### src/rtl/vidin_burst_writer.sv
// rtl/vidin_burst_writer.sv - packs a 16-bit pixel stream into 16-word SDRAM write bursts
// Two 16-word halves ping-pong between the capture fill side and the vidin drain FSM.
module vidin_burst_writer (
  input  logic        clk_96,
  input  logic        reset_n,
  input  logic        pix_en,
  input  logic [15:0] pix_d,
  input  logic        line_start,
  input  logic        frame_start,
  output logic        vidin_req,
  output logic        vidin_frame,
  output logic [9:0]  vidin_row,
  output logic [9:0]  vidin_col,
  output logic [15:0] vidin_d,
  input  logic        vidin_ack,
  output logic        overflow
);

  typedef enum logic {IDLE, BURST} drain_state_t;

  logic [15:0]  mem [0:31];
  logic [1:0]   full;
  logic [1:0]   tag_frame;
  logic [9:0]   tag_row [2];
  logic [9:0]   tag_col [2];

  logic         wr_half;
  logic [4:0]   wr_idx;
  logic         rd_half;
  logic [3:0]   rd_idx;
  logic         frame;
  logic [9:0]   row;
  logic [9:0]   col;
  drain_state_t state;

  logic         auto_commit;
  logic         flush;
  logic         commit_do;
  logic         flush_drop;
  logic         half_after;
  logic [4:0]   idx_after;
  logic         pix_ok;
  logic         pix_drop;
  logic         drain_done;
  logic [9:0]   row_next;
  logic [9:0]   col_next;
  logic [1:0]   full_next;

  // A completed half (wr_idx == 16) commits on the following edge; the event
  // order within a cycle is commit/frame_start, then line_start, then pixel.
  always_comb begin
    auto_commit = (wr_idx == 5'd16);
    flush       = line_start && !frame_start && (wr_idx != 5'd0) && !auto_commit;
    commit_do   = (auto_commit || flush) && !full[wr_half];
    flush_drop  = flush && full[wr_half];
    half_after  = commit_do ? ~wr_half : wr_half;
    idx_after   = (frame_start || auto_commit || flush) ? 5'd0 : wr_idx;
    pix_ok      = pix_en && !full[half_after];
    pix_drop    = pix_en && full[half_after];
    drain_done  = (state == BURST) && vidin_ack && (rd_idx == 4'd15);

    if (frame_start || line_start)
      col_next = 10'd0;
    else if (commit_do)
      col_next = col + 10'd1;
    else
      col_next = col;

    if (frame_start)
      row_next = line_start ? 10'd0 : 10'h3FF;
    else if (line_start)
      row_next = row + 10'd1;
    else
      row_next = row;

    full_next = full;
    if (drain_done)
      full_next[rd_half] = 1'b0;
    if (commit_do)
      full_next[wr_half] = 1'b1;
  end

  always_ff @(posedge clk_96) begin
    if (flush && commit_do) begin
      for (int i = 0; i < 16; i++) begin
        if (5'(i) >= wr_idx)
          mem[{wr_half, 4'(i)}] <= 16'h0000;
      end
    end
    if (pix_ok)
      mem[{half_after, idx_after[3:0]}] <= pix_d;
  end

  always_ff @(posedge clk_96 or negedge reset_n) begin
    if (!reset_n) begin
      full       <= 2'b00;
      tag_frame  <= 2'b00;
      tag_row[0] <= 10'd0;
      tag_row[1] <= 10'd0;
      tag_col[0] <= 10'd0;
      tag_col[1] <= 10'd0;
      wr_half    <= 1'b0;
      wr_idx     <= 5'd0;
      frame      <= 1'b0;
      row        <= 10'h3FF;
      col        <= 10'd0;
      overflow   <= 1'b0;
    end else begin
      full     <= full_next;
      wr_half  <= half_after;
      wr_idx   <= idx_after + {4'd0, pix_ok};
      frame    <= frame ^ frame_start;
      row      <= row_next;
      col      <= col_next;
      overflow <= (overflow && !frame_start) || pix_drop || flush_drop;
      if (commit_do) begin
        tag_frame[wr_half] <= frame;
        tag_row[wr_half]   <= row;
        tag_col[wr_half]   <= col;
      end
    end
  end

  // The IDLE pass guarantees at least one low cycle of vidin_req between bursts.
  always_ff @(posedge clk_96 or negedge reset_n) begin
    if (!reset_n) begin
      state     <= IDLE;
      vidin_req <= 1'b0;
      rd_half   <= 1'b0;
      rd_idx    <= 4'd0;
    end else begin
      case (state)
        IDLE: begin
          rd_idx <= 4'd0;
          if (full[rd_half]) begin
            state     <= BURST;
            vidin_req <= 1'b1;
          end
        end
        BURST: begin
          if (vidin_ack) begin
            if (rd_idx == 4'd15) begin
              state     <= IDLE;
              vidin_req <= 1'b0;
              rd_half   <= ~rd_half;
              rd_idx    <= 4'd0;
            end else begin
              rd_idx <= rd_idx + 4'd1;
            end
          end
        end
      endcase
    end
  end

  assign vidin_d     = mem[{rd_half, rd_idx}];
  assign vidin_frame = tag_frame[rd_half];
  assign vidin_row   = tag_row[rd_half];
  assign vidin_col   = tag_col[rd_half];

endmodule
### config.mk
export PLATFORM = sky130hd
export DESIGN_NAME = vidin_burst_writer
export DESIGN_NICKNAME = d
export VERILOG_FILES = /design/src/rtl/vidin_burst_writer.sv
export SDC_FILE = /design/constraint.sdc
export NUM_CORES = 1
export LEC_CHECK = 0
export BUFFER_PORTS_ARGS = -buffer_cell sky130_fd_sc_hd__buf_2
export CAP_MARGIN = 20
export CORE_MARGIN = 4
export CORE_UTILIZATION = 42
export CTS_CLUSTER_DIAMETER = 80
export DETAILED_ROUTE_END_ITERATION = 12
export PLACE_DENSITY = 0.65
export SLEW_MARGIN = 20
export SYNTH_ARGS = -nofsm -noshare
export SYNTH_HDL_FRONTEND = slang
export SYNTH_SLANG_ARGS = --single-unit
### constraint.sdc
create_clock -name clk_96 -period 12 [get_ports clk_96]
set_input_delay 1.2 -clock clk_96 [delete_from_list [all_inputs] [get_ports clk_96]]
set_output_delay 1.2 -clock clk_96 [all_outputs]
set_load 0.02 [all_outputs]
-- Yosys cells after proc, flatten, opt, wreduce, memory -nomap -nowiden
Memories as Yosys holds them, arrays and structs flattened.
Cells that the tools add are included.
- flip-flop bits (word level): 79
- bits in writable memories: 512
- logic and storage cells: 185
- memories kept: 1
- memory list (name ; words ; width ; read ports ; clocked after memory_dff ; write ports ; line ; RTL):
    mem ; 32 ; 16 ; 1 ; 0 ; 16 ; 21 ; logic [15:0] mem [0:31];
- add/subtract/negate cells: 4
- order comparisons: 24
- equal/unequal tests: 5
- mux-type cells: 96
- bitwise gates (word level): 9
- reductions and logical operators: 30
- operators by type and width (kind ; count):
    two-way mux 10 bit ; 12
    two-way mux 1 bit ; 68
    bitwise mux 20 bit ; 2
    >= comparator 4 x 5 -> 1 bit (first input constant) ; 8
    adder 10 x 1 -> 10 bit (second input constant) ; 2
    >= comparator 3 x 5 -> 1 bit (first input constant) ; 4
    two-way mux 16 bit ; 1
    OR reduction 16 bit ; 1
    logical AND 1 bit ; 14
    demux 10 bit (select 1 bit) ; 1
    >= comparator 1 x 5 -> 1 bit (first input constant) ; 2
    >= comparator 2 x 5 -> 1 bit (first input constant) ; 2
    two-way mux 5 bit ; 2
    two-way mux 4 bit ; 2
    one-hot mux 4 bit (2 select lines) ; 1
    logical OR 1 bit ; 6
    less-than comparator 1 x 2 -> 1 bit (second input constant) ; 3
    AND reduction 3 bit ; 2
    adder 5 x 1 -> 5 bit ; 1
    == test 5 bit (second input constant) ; 1
    nonzero test 5 bit ; 1
    adder 4 x 1 -> 4 bit (second input constant) ; 1
    == test 4 bit (second input constant) ; 1
    >= comparator 2 bit (second input constant) ; 2
    other kinds (16) ; 28

-- Depth between registers and ports, before layout
Gate-level depths: netlist of the first run.
- depth after elaboration: 13
- mapped depth: 13
- gate-level depth less buffers: 10

-- Worst setup path after synthesis of the first run
OpenSTA, ideal clock, no wires.
- path type: input port to flip-flop
- start: input port frame_start
- end: memory mem[31][0] (enable)
- library setup time: 411 ps
- arrival: 4626 ps
- data required time: 11589 ps
- setup slack: 6963 ps
- stages on the path: 11
- buffers on the path: 3
- path through: buf_2 -> inv_2 -> a2bb2oi_2 -> buf_2 -> nor2_1 -> ha_1 -> mux2i_2 -> and4_1 -> clkbuf_1 -> nand2_2 -> o21ai_0
- RTL lines (element ; line ; RTL):
    start, declared ; 9 ; input logic frame_start,
    end, declared ; 21 ;

-- Worst setup path in the final report of the first run
- start: register rd_idx[1]
- end: output port vidin_d[2]
- word-level cells in the longest chain between the ends: 1
- RTL lines (element ; line ; RTL):
    start, declared ; 30 ; logic [3:0] rd_idx;
    start signal, assigned ; 148 ; rd_idx <= rd_idx + 4'd1;
    memory (32 x 16 bit) ; n/a ;
    end, declared ; 14 ; output logic [15:0] vidin_d,
Every way passes these cells.

==> flow_summary.ini, run 1 <==
[timing]
rsz0062_at_grt = false
fin_tns_setup_ps = 0
fin_skew_ps = 23.0
fmax_ghz = 0.172
relSlewSlack = 0.235
finalCritPeriodShare = 0.483
finalHoldViolations = 0
worst_slew_pin_slew_ps = 1150
slew_viol_final = 0
layout_min_cycle_time_ps = 5800
setup_violations = 0

[clock_tree]
cts_setup_buffers = 0
post_cts_resized = 0
hold_buffers = 0
cts_max_path_buffers = 3
cts_tree = yes
cts_root_buffer = clkbuf_16
cts_max_level = 3
cts.sinks = 591
clk_latency_ps = 620
cts_inserted_buffers = 66
clk_pin_slew_worst_paths_ps = 60

[worst_hold_path]
worstHoldStart = state
hold_path_class = flop to flop

[cells_and_area]
fillers = 5618
multiInputGateArea_um2 = 9330
area_growth_pct = 11.6
fin_nets = 2007
register_area_um2 = 17400
final_layout_size_suffix_gt1_frac = 0.196
fin_area_um2 = 30600

[floorplanning]
num_rows = 93
core_region_area_um2 = 64600
ioPinCount = 61
die-area_um2 = 69400
start_util = 0.425
fp.dieH_um = 264
fp.dieW_um = 264

[pwr]
ir_worst_vdd_mv = 0.135
leakage_nw = 11.1
power.density_nw_per_um2 = 210

[yosys]
synthTopCellsByCount = 512 x edfxtp_1, 230 x and2_1, 185 x nor2_1
syn_avg_cell_area_um2 = 13.8
synth_cell_types = 73
syn-cell-area_um2 = 27400
synth_seq_cells = 591
yosysMostFrequentCell = edfxtp_1
ys_warn_count = 0
synth_top_area_frac = 0.561
synthesis.nets = 2009
synth_edf_count = 512
ys_dominant_reg_cell = edfxtp_1
yosys-top-cells-area = edfxtp_1 56%, dfrtp_1 6.3%, mux4_2 5.3%
synth_cells = 1981
async_reset_ff_frac = 0.134
synth_top_cell_by_area = edfxtp_1
seq_area_frac_synth = 0.633

[critical_path]
crit_arrival_ps = 4600
crit_start = rd_idx[1]
worstPathMaxFanout = 54
reg2reg_from = wr_idx[2]
start_kind = flop
end_kind = output port
crit_required_ps = 10800
critical_path_class = flop to output port

[grt]
grt_pass1_vias = 17100
grt_first_pass_wirelength_um = 113000
antenna_found_initial = 7
grt.overflow.total = 0
grt_max_degree = 80
grt_usage = 0.214

[placement]
gp_congestion = 0.885
placed_cell_area_um2 = 28400
io_buffer_count = 60
hpwl_um = 46300

[detailed_routing]
vias_per_cell = 5.95
ant_nets = 0
num_vias = 17200
dr.pass1.iters = 5
drc_errors = 0
drt_wl_total_um = 75300
wire_per_inst_um = 26.1
drt_iter0_drc = 1874

[flow_run]
maxCapViolCount = 0

[outcome]
outcome = complete, no violations
registers in the layout, indices dropped and copies added (netlist names):
signal,flops
col,10
frame,1
full,2
mem,512
overflow,1
rd_half,1
rd_idx,4
row,10
state,1
tag_col,20
tag_frame,2
tag_row,20
vidin_req,1
wr_half,1
wr_idx,5
worst max-delay path: stages, from the launching register on:
cell and delay [ps]:
dfrtp_4 740, buf_4 820, buf_4 820, mux2i_1 250
a221oi_1 270, o21ai_0 270, a22oi_1 470, buf_2 250
through the flow:
step | worst slack, ps | util | std cells | total power (W) | hold slack, ps
2_1_floorplan | 6960 | - | 1981 | 0.00376 | 449
3_3_place_gp | 5890 | 0.440 | 2763 | 0.00442 | 472
3_5_place_dp | 5650 | 0.440 | 2765 | 0.00445 | 476
4_1_cts | 6200 | 0.473 | 2885 | 0.00644 | 495
5_1_grt | 5930 | 0.474 | 2886 | 0.00665 | 513
6_report | 6200 | 0.474 | 2887 | 0.00643 | 492
routing by layer:
metal | GRT usage | vias to the layer above | routed length (µm)
li1 | - | 7442 | -
met2 | 0.332 | 772 | 35100
met4 | 0.0769 | 14 | 2940
met5 | 0 | - | 81
met1 | 0.298 | 8753 | 30700
met3 | 0.0497 | 198 | 6460
placed cells by master (no fill, tap or decap), types with 10 or more instances in the layout:
| cell type | instances |
|---|---|
| edfxtp_1 | 512 |
| and2_1 | 230 |
| nor2_1 | 182 |
| and3_1 | 134 |
| mux2i_1 | 128 |
| clkbuf_16 | 68 |
| dfrtp_1 | 66 |
| mux2_2 | 65 |
| mux4_2 | 65 |
| buf_2 | 59 |
| nand2_1 | 56 |
| buf_4 | 43 |
| o21ai_0 | 37 |
| a221oi_1 | 31 |
| a21oi_1 | 30 |
| o22ai_1 | 25 |
| nand3_1 | 23 |
| a211oi_1 | 18 |
| clkinv_1 | 18 |
| a22oi_1 | 17 |
| o221ai_1 | 15 |
| nor2_4 | 12 |
| clkbuf_1 | 10 |
| clkinv_2 | 10 |
| dfstp_2 | 10 |
cell families (layout without fill, tap and decap cells):
| group | after synthesis | after routing | synth area share |
|---|---|---|---|
| AO/OA/AOI/OAI | 228 | 228 | 0.0601 |
| XOR/XNOR | 11 | 11 | 0.00351 |
| adder cells (fa/ha/maj) | 6 | 6 | 0.00274 |
| buffers and inverters | 183 | 233 | 0.0295 |
| flip-flops | 591 | 591 | 0.633 |
| multiplexers | 259 | 259 | 0.127 |
| other | 0 | 1 | 0 |
| AND/OR/NAND/NOR | 703 | 703 | 0.144 |
area by class of cell:
type,instances,share of cell area
clock buffer,80,0.0577
antenna,1,0.0000818
timing repair buffer,105,0.0217
inverter,8,0.000981
sequential,591,0.568
tap,855,0.0350
clock inverter,40,0.0118
multi-input combinational,1207,0.305
report_power, final:
part,total (W),switching [W],internal (W)
registers,0.00252,0.000146,0.00238
clock network,0.00201,0.000842,0.00116
logic,0.00190,0.00121,0.000683
worst paths after layout:
check / to / cells after the start / slack [ps]
worst max-delay path: vidin_d[2] / 7 / 6200
worst min-delay path: state / 2 / 490
worst max register to register: mem[29][7] / 9 / 6290
worst min register to register: state / 2 / 490
max in group asynchronous: rd_idx[1] / 1 / 10480
min in group asynchronous: tag_col[13] / 1 / 770
Power figures use the tool's default switching activity.
==> inputs of run 2 (changes only) <==
- clock period: 12 -> 5.4 ns (I/O delays scaled with it)
==> run 2 against run 1 <==
Clock skew increased by 5.0 ps. Highest routed layer unchanged. Critical path type is now flop to flop. Flip-flop and latch count unchanged. Critical path depth increased by 3. Critical endpoint is now mem[5][15]. Cell area increased by 0.70%. Via count decreased by 0.29%. Worst hold slack got worse by 380 ps. Clock power increased by 120%. Final cell count increased by 1.0%. Largest cell class unchanged. Sequential share of layout area decreased by 0.39 points. Utilization increased by 0.33 points. Largest power group unchanged. Wire length decreased by 2.0%.
==> flow_summary.ini, run 2 (same netlist as run 1, synthesis figures left out) <==
[outcome]
outcome = complete, no violations

[flow_run]
maxCapViolCount = 0

[clock_tree]
cts.sinks = 591
cts_inserted_buffers = 66
cts_root_buffer = clkbuf_16
cts_max_level = 3
cts_tree = yes
hold_buffers = 0
clk_latency_ps = 630
post_cts_resized = 0
cts_max_path_buffers = 3
clk_pin_slew_worst_paths_ps = 60
cts_setup_buffers = 0

[grt]
grt_usage = 0.210
grt.overflow.total = 0
grt_first_pass_wirelength_um = 111000
antenna_found_initial = 6
grt_max_degree = 80
grt_pass1_vias = 17500

[timing]
slew_viol_final = 0
whs_ps = 110
fmax_ghz = 0.201
fin_tns_setup_ps = 0
fin_skew_ps = 28.0
relSlewSlack = 0.245
worst_slew_pin_slew_ps = 1130
setup_ws_ps = 420
finalCritPeriodShare = 0.922
layout_min_cycle_time_ps = 4980
rsz0062_at_grt = false
setup_violations = 0
finalHoldViolations = 0

[cells_and_area]
fin_nets = 2034
final_common_cell = edfxtp_1
reg.largest.list = mem: 512 flops, tag_col: 20 flops, tag_row: 20 flops
fillers = 5577
area_growth_pct = 12.4
most-common-layout-cells = 512 x edfxtp_1, 230 x and2_1, 184 x nor2_1
final_layout_size_suffix_gt1_frac = 0.206
largest_register_ffs = 512
top_register = mem
fin_cells = 2916

[detailed_routing]
drc_errors = 0
wire_per_inst_um = 25.3
ant_nets = 0
dr.pass1.iters = 8
drt_iter0_drc = 1879
vias_per_cell = 5.87
num_vias = 17100
drt_wl_total_um = 73700

[floorplanning]
fp.dieH_um = 264
die-area_um2 = 69400
start_util = 0.425
num_rows = 93
fp.dieW_um = 264
ioPinCount = 61
core_region_area_um2 = 64600

[critical_path]
critical_path_class = flop to flop
end_kind = flop
start_kind = flop
crit_arrival_ps = 5260
worstPathMaxFanout = 20
r2r_slack_ps = 420
crit_required_ps = 5680

[placement]
gp_congestion = 0.933
io_buffer_count = 60
hpwl_um = 46100
place_ws_ps = 448
dp_cells = 2792

[pwr]
ir_worst_vdd_mv = 0.355
power.density_nw_per_um2 = 465
leakage_nw = 11.3

[worst_hold_path]
hold_path_class = input pin to asynchronous set/reset pin
## run 2: cell types whose count changed in the layout (fill, tap and decap cells not counted), moves of 2 or more
cell      before  now
buf_4         43   69
clkbuf_1      10   13
clkinv_1      18   15
clkinv_2      10   12
clkinv_8       3    0
inv_16         0    5
inv_8          2    0
nor2_1       182  184
nor2_2         4    2
o22ai_2        9   11
o22ai_4        2    0
## run 2: final timing paths
check / from / end / cells past startpoint
min: reset_n / col[7] / 1
max in group asynchronous: reset_n / rd_idx[1] / 1
max: wr_idx[0] / mem[5][15] / 10
max reg2reg: wr_idx[0] / mem[5][15] / 10
min reg2reg: frame / frame / 1
min in group clk_96: vidin_ack / rd_idx[0] / 3
## run 2: worst max-delay path, stage by stage (launching register included)
cell and delay, ps:
dfrtp_1 530, o41a_1 680, a2bb2oi_2 710, nor2_1 170, ha_2 600, mux2i_2 470, nand4b_1 140, buf_4 190
or2_2 580, o22ai_2 260, buf_4 320
## run 2: per-stage QoR
step	instance area, µm²	power [W]	util
floorplan	27400	0.00836	-
global placement	28600	0.00984	0.443
detailed placement	28600	0.00992	0.444
CTS	30800	0.0144	0.477
global route	30800	0.0149	0.477
finish	30800	0.0143	0.477
## run 2: cell type report
type                            count  area [µm²]  share of cell area
Antenna cell                        1        2.50           0.0000812
Clock buffer                       82        1750              0.0569
Clock inverter                     40         395              0.0128
Inverter                            8        30.0            0.000974
Multi-Input combinational cell   1207        9310               0.302
Sequential cell                   591       17400               0.564
Tap cell                          855        1070              0.0347
Timing Repair Buffer              132         883              0.0287
## run 2: routing by layer
metal	track usage	wire length (µm)
met1	0.292	29800
met3	0.0509	7510
met4	0.0632	2170
met2	0.331	34300
met5	0	7
## run 2: report_power, final
group / internal, W / total [W] / switching, W
Clock: 0.00259 / 0.00447 / 0.00188
Combinational: 0.00155 / 0.00418 / 0.00263
Sequential: 0.00528 / 0.00567 / 0.000396
Total: 0.00941 / 0.0143 / 0.00491
